**src/rtl/mem_access_ctrl_pkg.sv**
```systemverilog
// Shared widths, size codes, FSM encoding and latched bus-op payload for the MEM-stage data-bus initiator.
package mem_access_ctrl_pkg;

    localparam int unsigned DATA_W = 32;
    localparam int unsigned SEL_W  = 4;
    localparam int unsigned SIZE_W = 2;

    typedef enum logic [SIZE_W-1:0] {
        SIZE_BYTE = 2'd0,
        SIZE_HALF = 2'd1,
        SIZE_WORD = 2'd2
    } size_e;

    typedef enum logic [2:0] {
        ST_IDLE,
        ST_REQ,
        ST_WAIT_DATA,
        ST_DONE,
        ST_DISCARD
    } state_e;

    typedef struct packed {
        logic               wr;
        size_e              size;
        logic [SEL_W-1:0]   wstrb;
        logic [DATA_W-1:0]  wdata;
    } bus_op_t;

endpackage

```
**src/rtl/mem_lane_gen.sv**
```systemverilog
// Combinational lane generator: access size, byte strobes, replicated store data and aligned address.
module mem_lane_gen
    import mem_access_ctrl_pkg::*;
#(
    parameter int unsigned ADDR_W = 32
) (
    input  logic [SEL_W-1:0]   mem_sel,
    input  logic [ADDR_W-1:0]  address,
    input  logic [DATA_W-1:0]  write_data,
    output size_e              size,
    output logic [SEL_W-1:0]   strobe,
    output logic [DATA_W-1:0]  lane_data,
    output logic [ADDR_W-1:0]  aligned_addr
);

    // Unrecognised mem_sel patterns fall back to a word access.
    always_comb begin
        size         = SIZE_WORD;
        strobe       = {SEL_W{1'b1}};
        lane_data    = write_data;
        aligned_addr = {address[ADDR_W-1:2], 2'b00};
        case (mem_sel)
            4'b0001: begin
                size         = SIZE_BYTE;
                strobe       = 4'b0001 << address[1:0];
                lane_data    = {4{write_data[7:0]}};
                aligned_addr = address;
            end
            4'b0011: begin
                size         = SIZE_HALF;
                strobe       = 4'b0011 << {address[1], 1'b0};
                lane_data    = {2{write_data[15:0]}};
                aligned_addr = {address[ADDR_W-1:1], 1'b0};
            end
            default: ;
        endcase
    end

endmodule

```
**src/rtl/mem_access_ctrl.sv**
```systemverilog
// MEM-stage data-bus initiator: single-outstanding req/addr_ok/data_ok transaction with pipeline stall.
// Define MEM_ALIGN_CHECK_EN to reject misaligned half/word accesses via addr_error instead of aligning them.
module mem_access_ctrl
    import mem_access_ctrl_pkg::*;
#(
    parameter int unsigned ADDR_W      = 32,
    parameter int unsigned BUS_TIMEOUT = 255
) (
    input  logic               clk,
    input  logic               rst_n,
    input  logic               mem_read_flag,
    input  logic               mem_write_flag,
    input  logic [SEL_W-1:0]   mem_sel,
    input  logic [ADDR_W-1:0]  address,
    input  logic [DATA_W-1:0]  write_data,
    input  logic               advance,
    input  logic               flush,
    output logic               stall_req,
    output logic [DATA_W-1:0]  ram_read_data,
    output logic               data_req,
    output logic               data_wr,
    output logic [SIZE_W-1:0]  data_size,
    output logic [ADDR_W-1:0]  data_addr,
    output logic [SEL_W-1:0]   data_wstrb,
    output logic [DATA_W-1:0]  data_wdata,
    input  logic               data_addr_ok,
    input  logic               data_data_ok,
    input  logic [DATA_W-1:0]  data_rdata,
    output logic               bus_error,
    output logic               addr_error
);

    localparam int unsigned CNT_W = (BUS_TIMEOUT < 2) ? 1 : $clog2(BUS_TIMEOUT);

    state_e              state_q, state_d;
    bus_op_t             op_q;
    logic [ADDR_W-1:0]   addr_q;
    logic [DATA_W-1:0]   ram_q;
    logic [CNT_W-1:0]    cnt_q;
    logic                bus_err_q;

    size_e               lg_size;
    logic [SEL_W-1:0]    lg_strobe;
    logic [DATA_W-1:0]   lg_data;
    logic [ADDR_W-1:0]   lg_addr;

    logic new_op, align_fault, issue, expire;
    logic load_op, capture, timeout;

    mem_lane_gen #(.ADDR_W(ADDR_W)) u_lane_gen (
        .mem_sel      (mem_sel),
        .address      (address),
        .write_data   (write_data),
        .size         (lg_size),
        .strobe       (lg_strobe),
        .lane_data    (lg_data),
        .aligned_addr (lg_addr)
    );

    assign new_op = (mem_read_flag | mem_write_flag) & ~flush;

`ifdef MEM_ALIGN_CHECK_EN
    assign align_fault = ((lg_size == SIZE_HALF) & address[0]) |
                         ((lg_size == SIZE_WORD) & (|address[1:0]));
`else
    assign align_fault = 1'b0;
`endif

    assign issue      = new_op & ~align_fault;
    assign addr_error = (state_q == ST_IDLE) & new_op & align_fault;
    assign expire     = (BUS_TIMEOUT != 0) && (cnt_q == CNT_W'(BUS_TIMEOUT - 1));

    // Next state and stall; a flush after acceptance must still drain the bus response.
    always_comb begin
        state_d   = state_q;
        stall_req = 1'b0;
        load_op   = 1'b0;
        capture   = 1'b0;
        timeout   = 1'b0;
        case (state_q)
            ST_IDLE: begin
                if (issue) begin
                    state_d   = ST_REQ;
                    load_op   = 1'b1;
                    stall_req = 1'b1;
                end
            end
            ST_REQ: begin
                stall_req = 1'b1;
                if (data_addr_ok) begin
                    if (data_data_ok) begin
                        if (flush) begin
                            state_d = ST_IDLE;
                        end else begin
                            state_d = ST_DONE;
                            capture = 1'b1;
                        end
                    end else begin
                        state_d = flush ? ST_DISCARD : ST_WAIT_DATA;
                    end
                end else if (flush) begin
                    state_d = ST_IDLE;
                end
            end
            ST_WAIT_DATA: begin
                stall_req = 1'b1;
                if (data_data_ok) begin
                    if (flush) begin
                        state_d = ST_IDLE;
                    end else begin
                        state_d = ST_DONE;
                        capture = 1'b1;
                    end
                end else if (flush) begin
                    state_d = ST_DISCARD;
                end else if (expire) begin
                    state_d = ST_IDLE;
                    timeout = 1'b1;
                end
            end
            ST_DISCARD: begin
                stall_req = 1'b1;
                if (data_data_ok) begin
                    state_d = ST_IDLE;
                end else if (expire) begin
                    state_d = ST_IDLE;
                    timeout = 1'b1;
                end
            end
            ST_DONE: begin
                if (advance | flush) begin
                    state_d = ST_IDLE;
                end
            end
            default: state_d = ST_IDLE;
        endcase
    end

    always_ff @(posedge clk or negedge rst_n) begin
        if (!rst_n) begin
            state_q   <= ST_IDLE;
            op_q      <= '0;
            addr_q    <= '0;
            ram_q     <= '0;
            cnt_q     <= '0;
            bus_err_q <= 1'b0;
        end else begin
            state_q   <= state_d;
            bus_err_q <= timeout;
            if (load_op) begin
                op_q <= '{wr:    mem_write_flag,
                          size:  lg_size,
                          wstrb: mem_write_flag ? lg_strobe : {SEL_W{1'b0}},
                          wdata: mem_write_flag ? lg_data : {DATA_W{1'b0}}};
                addr_q <= lg_addr;
            end
            if (capture && !op_q.wr) begin
                ram_q <= data_rdata;
            end
            // Watchdog restarts on every entry into a data-wait state.
            if ((state_d != state_q) && ((state_d == ST_WAIT_DATA) || (state_d == ST_DISCARD))) begin
                cnt_q <= '0;
            end else if ((state_q == ST_WAIT_DATA) || (state_q == ST_DISCARD)) begin
                cnt_q <= cnt_q + CNT_W'(1);
            end
        end
    end

    assign data_req      = (state_q == ST_REQ);
    assign data_wr       = op_q.wr;
    assign data_size     = op_q.size;
    assign data_addr     = addr_q;
    assign data_wstrb    = op_q.wstrb;
    assign data_wdata    = op_q.wdata;
    assign ram_read_data = ram_q;
    assign bus_error     = bus_err_q;

endmodule
```
**config.mk**
```make
export PLATFORM = sky130hd
export DESIGN_NAME = mem_access_ctrl
export DESIGN_NICKNAME = d
export VERILOG_FILES = /design/src/rtl/mem_access_ctrl_pkg.sv /design/src/rtl/mem_lane_gen.sv /design/src/rtl/mem_access_ctrl.sv
export SDC_FILE = /design/constraint.sdc
export NUM_CORES = 1
export LEC_CHECK = 0
export BUFFER_PORTS_ARGS = -buffer_cell sky130_fd_sc_hd__clkbuf_2
export CORE_UTILIZATION = 40
export CTS_BUF_LIST = sky130_fd_sc_hd__clkbuf_4 sky130_fd_sc_hd__clkbuf_8
export CTS_CLUSTER_DIAMETER = 40
export DETAILED_ROUTE_END_ITERATION = 16
export PLACE_DENSITY_LB_ADDON = 0.15
export SLEW_MARGIN = 20
export SYNTH_ARGS = -nofsm -noshare
export SYNTH_HDL_FRONTEND = slang
export SYNTH_SLANG_ARGS = --single-unit
```
**constraint.sdc**
```tcl
create_clock -name clk -period 2.5 [get_ports clk]
set_input_delay 0.125 -clock clk [delete_from_list [all_inputs] [get_ports clk]]
set_output_delay 0.125 -clock clk [all_outputs]
set_load 0.01 [all_outputs]
```
==> results.json <==
{
  "utilization_pct": 63.0,
  "grt_max_degree": 54,
  "placed_cell_area_um2": 6320,
  "hold_class": "in2reg",
  "period_needed_ps": 2100,
  "io_pins": 215,
  "clockBufferDepth": 2,
  "clk_pin_slew_ps": 70,
  "yosys_warnings": 0,
  "ant_nets": 0,
  "p_leak_nw": 4.01,
  "grt_overflow_total": 0,
  "diodes": 0,
  "critPathMaxStageDelay_ps": 590,
  "synth-seq-cells": 115,
  "clock_latency_ps": 430,
  "end_kind": "register",
  "wl_per_cell_um": 15.2,
  "cts_resized": 0,
  "synth_cell_type_count": 44,
  "whs_ps": 36.5,
  "path_class": "reg2reg",
  "finalPower_mw": 7.93,
  "tightest_slew_ps": 569,
  "synthTopCellsByArea": "dfrtp_1 57%, nand2_1 12%, mux2_4 8.8%",
  "rows": 40,
  "hold_viol": 0,
  "cts_made_buffers": 17,
  "die_height_um": 115,
  "hpwl_mm": 9.59,
  "grt_pass1_vias": 4732,
  "fin_area_um2": 7700,
  "max_freq_mhz": 476,
  "crit_chain": "nor2b_1 > o211a_1 > nor2b_4 > buf_12 > mux2_2",
  "clockRootBuffer": "clkbuf_8",
  "cts_tree": "built",
  "relSlewSlack_pct": 62.1,
  "peakVddDrop_uv": 569,
  "cp_top_family": "flip-flops",
  "final-setup-viol-count": 0,
  "setup_slack_ps": 399,
  "synth_cells": 473,
  "nets": 890,
  "fill_cells": 1046,
  "routed_wl_mm": 14.6,
  "finalCritPeriodShare_pct": 84.1,
  "skew_ps": 6.79,
  "critPathSlowestCell": "dfrtp_1",
  "grtUsageTotal_pct": 23.3,
  "critPathBufInv": 1,
  "dr.pass1.iters": 4,
  "ys.flop_type": "dfrtp_1",
  "drc": 0,
  "drive_gt1_share_pct": 37.1,
  "die_x_um": 115,
  "stdcell_count": 961,
  "syn_area_per_cell_um2": 10.8,
  "r2r_cells": 5,
  "viasPerCell": 4.73,
  "fin_setup_tns_ps": 0,
  "required_ps": 2810,
  "synth.largest_area_cell": "dfrtp_1",
  "start_util_pct": 41.7,
  "portBuffers": 213,
  "outcome": "finished clean",
  "cts_sinks": 115,
  "ctsHtreeMaxLevel": 4,
  "design.die.area_um2": 13200,
  "dp.cells": 836,
  "seq_area_frac_synth_pct": 56.5,
  "cp-start-kind": "register",
  "path_depth": 5,
  "crit_path_max_fanout": 32,
  "grt_setup_unrepaired": "no",
  "drv_cap": 0,
  "syn-cell-area_um2": 5090,
  "cp.arrival_ps": 2410,
  "gp_congestion": 0.779,
  "drt_iter0_drc": 168,
  "synth_top_area_share_pct": 56.5,
  "pre_cts_slack_ps": 432,
  "via_count": 4543,
  "powerDensity_nw_per_um2": 1030,
  "worstHoldPathCells": 3,
  "coreArea_um2": 12200,
  "async_flop_share_pct": 100,
  "antenna_found_initial": 0,
  "slew_violations": 0,
  "syn_nets": 583,
  "cts_setup_buffers": 0,
  "synth_edf_count": 0,
  "grt_pass1_wl_mm": 23.0,
  "area_delta_synth_final_pct": 51.2
}
## synth_stat cells (3+ instances only)
master and instances:
nand3_1 12, a21oi_1 3, o21ai_1 20, nor3b_1 4, dfrtp_1 115, nand2_1 156, buf_4 3, nor2b_1 5
xnor2_1 6, o21ai_0 18, clkbuf_1 8, nor2_1 12, buf_2 13, nand2b_1 3, buf_6 3, mux2i_1 25
mux2_4 30
## what timing repair did
| item | CTS | global route |
|---|---|---|
| hold buffers | 93 | 0 |
| setup endpoints to repair | 0 | 0 |
| hold endpoints to repair | 129 | 0 |
## metal layers
layer,track usage (%),vias to the layer above,part of all wire [%]
met3,7.01,29,6.3
met2,41.8,163,52
met4,11.4,0,2.8
met5,0,-,0
li1,-,2182,-
met1,25.1,2169,39
## layout by cell type (no fill, tap or decap), types with 3 or more instances in the layout
cell type / instances
mux2_4: 30
o21ai_0: 18
clkbuf_8: 21
mux2i_1: 25
bufinv_16: 4
nor2b_1: 4
nand2_1: 156
clkinv_2: 5
a21oi_1: 3
xnor2_1: 6
dlygate4sd3_1: 93
dfrtp_1: 115
nand3_1: 12
buf_4: 10
nor3b_1: 4
nor2_1: 12
o21ai_1: 20
nand2b_1: 3
clkbuf_2: 212
## path summary, 6_finish.rpt
kind,start,end,slack [ps]
setup / recovery,state_q[1],ram_read_data[0],400
hold / removal,write_data[13],data_wdata[13],40
setup reg to reg,state_q[1],ram_read_data[0],400
hold reg to reg,data_wdata[6],data_wdata[6],470
max in group asynchronous,rst_n,ram_read_data[19],1470
min in group asynchronous,rst_n,data_wdata[22],220
## kinds of logic after synthesis
kind of cell	Yosys count	synth area share [%]
AO/OA/AOI/OAI	49	5.70
AND/OR/NAND/NOR	211	18.3
adder cells (fa/ha/maj)	3	0.688
multiplexers	57	14.2
XOR/XNOR	8	1.38
flip-flops	115	56.5
buffers and inverters	29	3.12
other	1	0.0737
## tightest hold or removal path, cell delays in order
cell and delay, ps:
clkbuf_2 110, mux2i_1 80, o21ai_1 120
## registers in the layout (all words and copies together) (netlist names)
| register | cells |
|---|---|
| data_wdata | 32 |
| state_q | 3 |
| data_wr | 1 |
| bus_error | 1 |
| data_wstrb | 4 |
| ram_read_data | 32 |
| data_size | 2 |
| cnt_q | 8 |
| data_addr | 32 |
## cell type report
| class | count | area, µm² | area share (%) |
|---|---|---|---|
| clock inverter | 10 | 153 | 1.98 |
| sequential | 115 | 2880 | 37.4 |
| clock buffer | 22 | 297 | 3.85 |
| tap | 168 | 210 | 2.73 |
| inverter | 1 | 3.75 | 0.0488 |
| multi-input combinational | 329 | 2070 | 26.9 |
| timing repair buffer | 316 | 2090 | 27.1 |
## power by group
part	switching [mW]	total, mW	internal, mW	leakage, nW
registers	0.525	3.18	2.66	1.46
logic	1.47	2.82	1.35	2.32
clock network	0.737	1.93	1.20	0.232
(Power assumes the default switching activity.)
